`src/rtl/addr_alu_datapath.sv`:
```
// Address generators, program counter and 8-bit ALU of the microcoded 65C02 core.
// Address and ALU results are combinational; ABL/ABH/AHL/PC update on the rising clock.
module addr_alu_datapath (
  input  logic        clk,
  input  logic        RST,
  input  logic [4:0]  abl_op,
  input  logic        abl_ci,
  input  logic [2:0]  abh_op,
  input  logic        abh_ff,
  input  logic        ld_ahl,
  input  logic        ld_pc,
  input  logic        inc_pc,
  input  logic [7:0]  DB,
  input  logic [7:0]  REG,
  input  logic [7:0]  M,
  input  logic [4:0]  alu_op,
  input  logic        alu_ci,
  input  logic        alu_si,
  output logic [15:0] AD,
  output logic [7:0]  PCL,
  output logic [7:0]  PCH,
  output logic [7:0]  alu_out,
  output logic        alu_co,
  output logic        alu_v,
  output logic        adjh,
  output logic        adjl
);

  logic [7:0]  abl_reg, abh_reg, ahl_reg;
  logic [15:0] pc_reg, pc_next;
  logic [7:0]  adl_base, adl_addend, adh;
  logic [8:0]  adl_sum;
  logic        abl_co;

  always_comb begin
    adl_base = 8'h00;
    case (abl_op[4:2])
      3'b000:  adl_base = abl_reg;
      3'b001:  adl_base = pc_reg[7:0];
      3'b010:  adl_base = ahl_reg;
      3'b011:  adl_base = DB;
      3'b100:  adl_base = REG;
      default: adl_base = 8'h00;
    endcase
    adl_addend = 8'h00;
    case (abl_op[1:0])
      2'b00:   adl_addend = 8'h00;
      2'b01:   adl_addend = REG;
      2'b10:   adl_addend = DB;
      default: adl_addend = 8'hFF;
    endcase
    adl_sum = {1'b0, adl_base} + {1'b0, adl_addend} + {8'h00, abl_ci};
    abl_co  = adl_sum[8];
  end

  // Vector-page force wins over any high-address operation.
  always_comb begin
    adh = 8'h00;
    if (abh_ff) begin
      adh = 8'hFF;
    end else begin
      case (abh_op)
        3'b000:  adh = abh_reg;
        3'b001:  adh = DB;
        3'b010:  adh = abh_reg + {7'b0, abl_co};
        3'b011:  adh = DB + {7'b0, abl_co};
        3'b100:  adh = pc_reg[15:8];
        3'b101:  adh = 8'h00;
        3'b110:  adh = 8'h01;
        default: adh = abh_reg + 8'h01;
      endcase
    end
  end

  assign AD      = {adh, adl_sum[7:0]};
  assign pc_next = (ld_pc ? AD : pc_reg) + {15'b0, inc_pc};
  assign PCL     = pc_reg[7:0];
  assign PCH     = pc_reg[15:8];

  always_ff @(posedge clk) begin
    if (RST) begin
      abl_reg <= 8'h00;
      abh_reg <= 8'h00;
      ahl_reg <= 8'h00;
      pc_reg  <= 16'h0000;
    end else begin
      abl_reg <= adl_sum[7:0];
      abh_reg <= adh;
      if (ld_ahl) ahl_reg <= DB;
      pc_reg  <= pc_next;
    end
  end

  logic [7:0] alu_x, m_eff;
  logic [8:0] alu_sum;
  logic [4:0] nib_sum;

  // Subtraction reuses the adder with the M operand inverted.
  always_comb begin
    alu_x   = alu_op[0] ? M : REG;
    m_eff   = (alu_op[4:2] == 3'b100) ? ~M : M;
    alu_sum = {1'b0, REG} + {1'b0, m_eff} + {8'h00, alu_ci};
    nib_sum = {1'b0, REG[3:0]} + {1'b0, m_eff[3:0]} + {4'h0, alu_ci};
    alu_out = 8'h00;
    alu_co  = 1'b0;
    alu_v   = 1'b0;
    adjh    = 1'b0;
    adjl    = 1'b0;
    case (alu_op[4:2])
      3'b000: alu_out = REG | M;
      3'b001: alu_out = REG & M;
      3'b010: alu_out = REG ^ M;
      3'b011, 3'b100: begin
        alu_out = alu_sum[7:0];
        alu_co  = alu_sum[8];
        alu_v   = (REG[7] == m_eff[7]) && (alu_sum[7] != REG[7]);
        if (alu_op[1]) begin
          if (alu_op[4:2] == 3'b011) begin
            adjl = (nib_sum > 5'd9);
            adjh = (alu_sum > 9'h099);
          end else begin
            adjl = ~nib_sum[4];
            adjh = ~alu_sum[8];
          end
        end
      end
      3'b101: begin
        alu_out = {alu_x[6:0], alu_si};
        alu_co  = alu_x[7];
      end
      3'b110: begin
        alu_out = {alu_si, alu_x[7:1]};
        alu_co  = alu_x[0];
      end
      default: alu_out = alu_x;
    endcase
  end

endmodule

```
`config.mk`:
```
export PLATFORM = sky130hd
export DESIGN_NAME = addr_alu_datapath
export DESIGN_NICKNAME = d
export VERILOG_FILES = /design/src/rtl/addr_alu_datapath.sv
export SDC_FILE = /design/constraint.sdc
export NUM_CORES = 1
export LEC_CHECK = 0
export ABC_AREA = 0
export BUFFER_PORTS_ARGS = -buffer_cell sky130_fd_sc_hd__buf_2
export CORE_UTILIZATION = 57
export DETAILED_ROUTE_END_ITERATION = 6
export PLACE_DENSITY = 0.88
export RECOVER_POWER = 100
export SETUP_SLACK_MARGIN = 0.5
export SYNTH_ARGS = -nofsm -noshare
export SYNTH_HDL_FRONTEND = slang
export SYNTH_SLANG_ARGS = --single-unit
```
`constraint.sdc`:
```
create_clock -name clk -period 5.9 [get_ports clk]
set_clock_uncertainty 0.1 [all_clocks]
set_input_delay 0 -clock clk [delete_from_list [all_inputs] [get_ports clk]]
set_output_delay 0 -clock clk [all_outputs]
set_load 0.02 [all_outputs]
```
# Word level (Yosys, flattened, before mapping)
# Index checks and enable logic that the tools add are counted.
# Widths: inputs -> output; s select.
totals:
  ff_bits: 40
  latch_bits: 0
  ramBits: 0
  rom_bits: 0
  inputBits: 46
  mem_count: 0
classes:
  addsub: 10
  n_mul: 0
  div: 0
  magnitude_cmp: 2
  eq_ne: 20
  shift: 0
  muxes: 16
  bitwise_logic: 6
  reduce_logical: 6
ops:
  columns: ["operator", "count"]
  rows:
  - ["$pmux 8 s7", 1]
  - ["$pmux 8 s6", 1]
  - ["$pmux 8 s5", 1]
  - ["$mux 8", 3]
  - ["$pmux 8 s3", 1]
  - ["$eq 3x3->1 const B", 7]
  - ["$add 8x8->9", 2]
  - ["$add 9x1->9", 2]
  - ["$eq 3x2->1 const B", 6]
  - ["$add 16x1->16", 1]
  - ["$add 8x1->8", 2]
  - ["$mux 16", 1]
  - ["$eq 3x1->1 const B", 3]
  - ["$gt 9x8->1 const B", 1]
  - ["$logic_not 3->1", 3]
  - ["$add 8x1->8 const B", 1]
  - ["$and 8x8->8", 1]
  - ["$not 8->8", 1]
  - ["$or 8x8->8", 1]
  - ["$xor 8x8->8", 1]
  - ["$mux 1", 7]
  - ["$add 4x4->5", 1]
  - ["$add 5x1->5", 1]
  - ["$gt 5x4->1 const B", 1]
  - ["9 further kinds", 10]

# Longest topological paths before layout
depth:
  ltp_word: 9
  ltp_mapped: 23
  depth_no_buf: 21

# Worst setup path before layout
# No wires, ideal clock.
synth_path:
  path_kind: "input-to-reg"
  from: "input abl_op[2]"
  to: "register pc_reg[12]"
  setup_time_ps: 116
  arrival_time_ps: 4038
  required_ps: 5684
  slack_ps: 1646
  cell_stages: 21
  n_path_buf: 1
  cell_sequence: "clkbuf_1 > mux2_2 > a22oi_1 > o22a_1 > fa_1 > inv_1 > fa_1 > a211oi_2 > o21ai_1 > a21oi_1 > o21bai_1 > ha_1 > ha_1 > nor3b_1 > mux2i_1 > o211ai_1 > nand3_1 > a21oi_1 > and3b_4 > a211oi_1 > a31o_1"
synth_via:
  elab_chain_len: 9
synth_lines:
  columns: ["element", "line", "rtl"]
  rows:
  - ["start, declared", "6", "input logic [4:0] abl_op,"]
  - ["$eq 3x3->1 (tied with other cells)", "37", "case (abl_op[4:2])"]
  - ["$pmux 8 s5 *", "37", null]
  - ["$add 8x8->9 *", "52", "adl_sum = {1'b0, adl_base} + {1'b0, adl_addend} + {8'h00, abl_ci};"]
  - ["$add 9x1->9 *", "52", null]
  - ["$add 8x1->8, on equally long branches", "66, 65", null]
  - ["$pmux 8 s7 *", "62", "case (abh_op)"]
  - ["$mux 8 *", "59", "if (abh_ff) begin"]
  - ["net AD[10]", "19", "output logic [15:0] AD,"]
  - ["$mux 16 *", "76", "assign pc_next = (ld_pc ? AD : pc_reg) + {15'b0, inc_pc};"]
  - ["$add 16x1->16 *", "76", null]
  - ["end signal, assigned", "90", "pc_reg <= pc_next;"]
  - ["end, declared", "30", "logic [15:0] pc_reg, pc_next;"]
# The timed path passes the listed nets; every way through them passes the cells marked *.
# A chain may end at the register's enable or synchronous reset.

# Final worst setup path
layout_path:
  from: "input DB[0]"
  to: "register pc_reg[12]"
layout_via:
  elab_chain_len: 8
layout_lines:
  columns: ["element", "line", "rtl"]
  rows:
  - ["start, declared", "13", "input logic [7:0] DB,"]
  - ["$pmux 8 s5 or $pmux 8 s3 (tied branches)", "37, 46", null]
  - ["$add 8x8->9", "52", null]
  - ["$add 9x1->9", "52", null]
  - ["$add 8x1->8, on equally long branches", "66, 65", null]
  - ["$pmux 8 s7", "62", null]
  - ["$mux 8", "59", null]
  - ["$mux 16 *", "76", null]
  - ["$add 16x1->16 *", "76", null]
# Every way passes the cells marked *; elsewhere a longest branch is shown, timed or not.

==> results by group <==
Outcome
  – Outcome: finished, violations left
  – Failing checks: max-capacitance violations, max-slew violations

Synthesis
  – Mux cell area share after synthesis: 0.107
  – Post-Syn Instances: 629
  – XOR/XNOR share of the synthesized area: 0.0637
  – Post-synthesis sequential area ratio: 0.168
  – Syn Nets: 714
  – Primary FF master, synth: dfxtp_1
  – Post-Synth Simple-Gate Area: 0.221
  – Main combinational cell family by area after synthesis: compound AO/OA/AOI/OAI gates
  – Synthesized area per cell: 7.58 sq um
  – Area fraction in compound gates after synthesis: 0.259
  – Ys async rst share: 0
  – Distinct cell type count after synthesis: 86
  – Synth warn: 0
  – Mapped Area: 0.00477 sq mm
  – Flops & latches, synth: 40
  – Post-Synth Adder-Cell Area: 0.109
  – Post-synth EDFFs: 0

Detailed routing
  – Detail Route Antenna Nets: 0
  – Total number of vias: 4,937
  – WL final: 13.5 mm
  – Vias/cell: 6.20
  – Routed WL per cell: 17.0 um
  – DR pass1 iterations: 4
  – DRT iter0 DRCs: 356
  – DRC Markers: 0

Finish
  – Share of cells above drive strength 1: 0.118
  – Leading cell type in the layout, fill and taps excluded: nor2_1
  – Antenna fix cells: 0
  – Max reg flops: 16
  – Fin nets: 778
  – Area Growth Syn to Fin: 9.34%
  – Most frequent cells in the layout: nor2_1, clkbuf_1, inv_1

STA
  – Unrepaired setup endpoints after global routing: no
  – Final setup vio count: 0
  – Max Freq: 202 MHz
  – Final hold vios: 0
  – Worst-Margin Slew: 1520 ps
  – Minimum clock period: 4960 ps
  – Worst Hold Margin: 15.9 ps
  – Max Slew Vio Count: 40
  – Post-Route Setup TNS: 0 ps
  – Final critical-path share of the clock period: 0.841
  – Slew margin rel.: -0.0143

Setup path
  – CP Data Arrival Time: 5060 ps
  – CP Max Fanout: 5
  – Worst path most repeated cell: a211oi_1
  – Crit. End Element: register
  – Crit path required time: 6000 ps
  – Crit-path cells: dlygate4sd3_1 > clkbuf_1 > mux2_2 > a22oi_1 > o22a_1 > fa_1 > inv_1 > fa_1 > a211oi_1 > o21ai_0 > a211oi_1 > mux2i_2 > a2111oi_0 > and3b_4 > a211oi_1 > a31o_1
  – Reg-to-Reg End: pc_reg[12]
  – Startpoint Class: primary input
  – Crit Path Category: primary input to register
  – Slowest cell delay on critical path: 890 ps
  – Reg2Reg Depth: 14
  – Critical path's slowest cell: a2111oi_0
  – CP endpoint: pc_reg[12]
  – R2R Path Start: ahl_reg[0]
  – Crit path launch: DB[0]
  – Reg2reg setup slack: 1090 ps

Power
  – PD cells: 212 mW/mm^2
  – Leakage: 0.00230 uW
  – Worst VDD drop: 200 uV

Floorplan
  – Floorplan Core Area: 0.00793 sq mm
  – I/O pins: 90
  – Chip width: 93.5 um
  – Die Y: 93.5 um
  – Rows: 32
  – Die area: 0.00874 sq mm
  – Initial Util: 0.602

GRT
  – Largest net degree at the start of global routing: 40
  – Initial antenna violation count: 0
  – GRT Resource Usage Total: 0.312
  – Number of global-route vias before repair: 4,525
  – First-pass GRT wire length: 21.6 mm
  – Grt ovf: 0

Clock tree
  – Worst skew pair latency: 300 ps
  – Worst-case clock buffer depth: 2
  – H-tree depth: 2
  – Clk sinks: 40
  – CTS tree: done
  – Clock slew at reported path FFs: 80 ps
  – CTS root buf: clkbuf_8
  – CTS Buf Count: 5
  – Post-CTS Setup Bufs: 0
  – Number of gates resized after cts: 0
  – CTS Hold Bufs: 6

Placed design
  – Routability cong.: 0.945
  – Port Buffer Count: 89
  – Post-DP HPWL: 10.3 mm

Worst hold path
  – Hold Crit Depth: 3
  – HP Class: primary input to register

Flow run
  – Max-Cap Viols: 1
-- report_power, final --
part / internal (uW) / switching, uW / total (uW)
Combinational: 196 / 324 / 520
Clock: 149 / 103 / 253
Sequential: 301 / 31.3 / 332
-- how the worst min path moves through the flow --
stage / startpoint / to / slack, ps
global placement: inc_pc / pc_reg[0] / 230
floorplan: DB[0] / ahl_reg[0] / 50
global route: DB[4] / ahl_reg[4] / 10
CTS: abh_ff / abh_reg[0] / 0.08
finish: DB[4] / ahl_reg[4] / 20
detailed placement: inc_pc / pc_reg[0] / 240
-- logic make-up (layout without fill, tap and decap cells) --
group | Yosys count | in the layout
xor+xnor | 33 | 33
buf+inv | 88 | 153
simple gates | 208 | 208
fa+ha+maj | 39 | 39
flops | 40 | 40
mux | 46 | 46
compound gates | 175 | 175
-- per-stage QoR --
stage	worst slack (ps)	std cells	util	power (uW)	area [sq um]
finish	938	796	0.658	1100	5220
detailed placement	1300	782	0.654	874	5190
global route	555	796	0.658	1170	5220
CTS	1360	796	0.678	1130	5370
global placement	1440	782	0.654	861	5190
floorplan	1650	629	-	730	4770
-- layer usage --
| layer | track usage | vias to the layer above | share of wire |
|---|---|---|---|
| li1 | - | 2371 | - |
| met1 | 0.388 | 2327 | 0.42 |
| met2 | 0.546 | 212 | 0.48 |
| met3 | 0.0366 | 27 | 0.067 |
| met4 | 0.121 | 0 | 0.025 |
| met5 | 0 | - | 0 |
-- worst max-delay path: cells and delay by family --
family	cells	cell delay, ps
AOI/OAI and AO/OA	8	2840
muxes	2	480
and+or+nand+nor	1	370
adders and majority gates	2	600
buffers and inverters	3	760
-- cell usage after synthesis, types with 17 or more instances --
cell,count,area share
nor2b_1,17,0.022
a21oi_1,40,0.042
clkbuf_1,22,0.017
mux2i_1,28,0.059
xnor2_1,19,0.035
dfxtp_1,40,0.17
nand2_1,44,0.035
nor2_1,72,0.057
o21ai_0,36,0.038
inv_1,45,0.035
a22oi_1,17,0.027
ha_1,35,0.092
-- final cells by class --
cell class,count,area (sq um)
Clock buffer,7,96.3
Clock inverter,1,30.0
Tap cell,102,128
Multi-Input combinational cell,501,3520
Inverter,49,184
Sequential cell,40,801
Fill cell,710,2710
Timing Repair Buffer,96,452
Note: power is estimated with default switching activity, not from simulation.
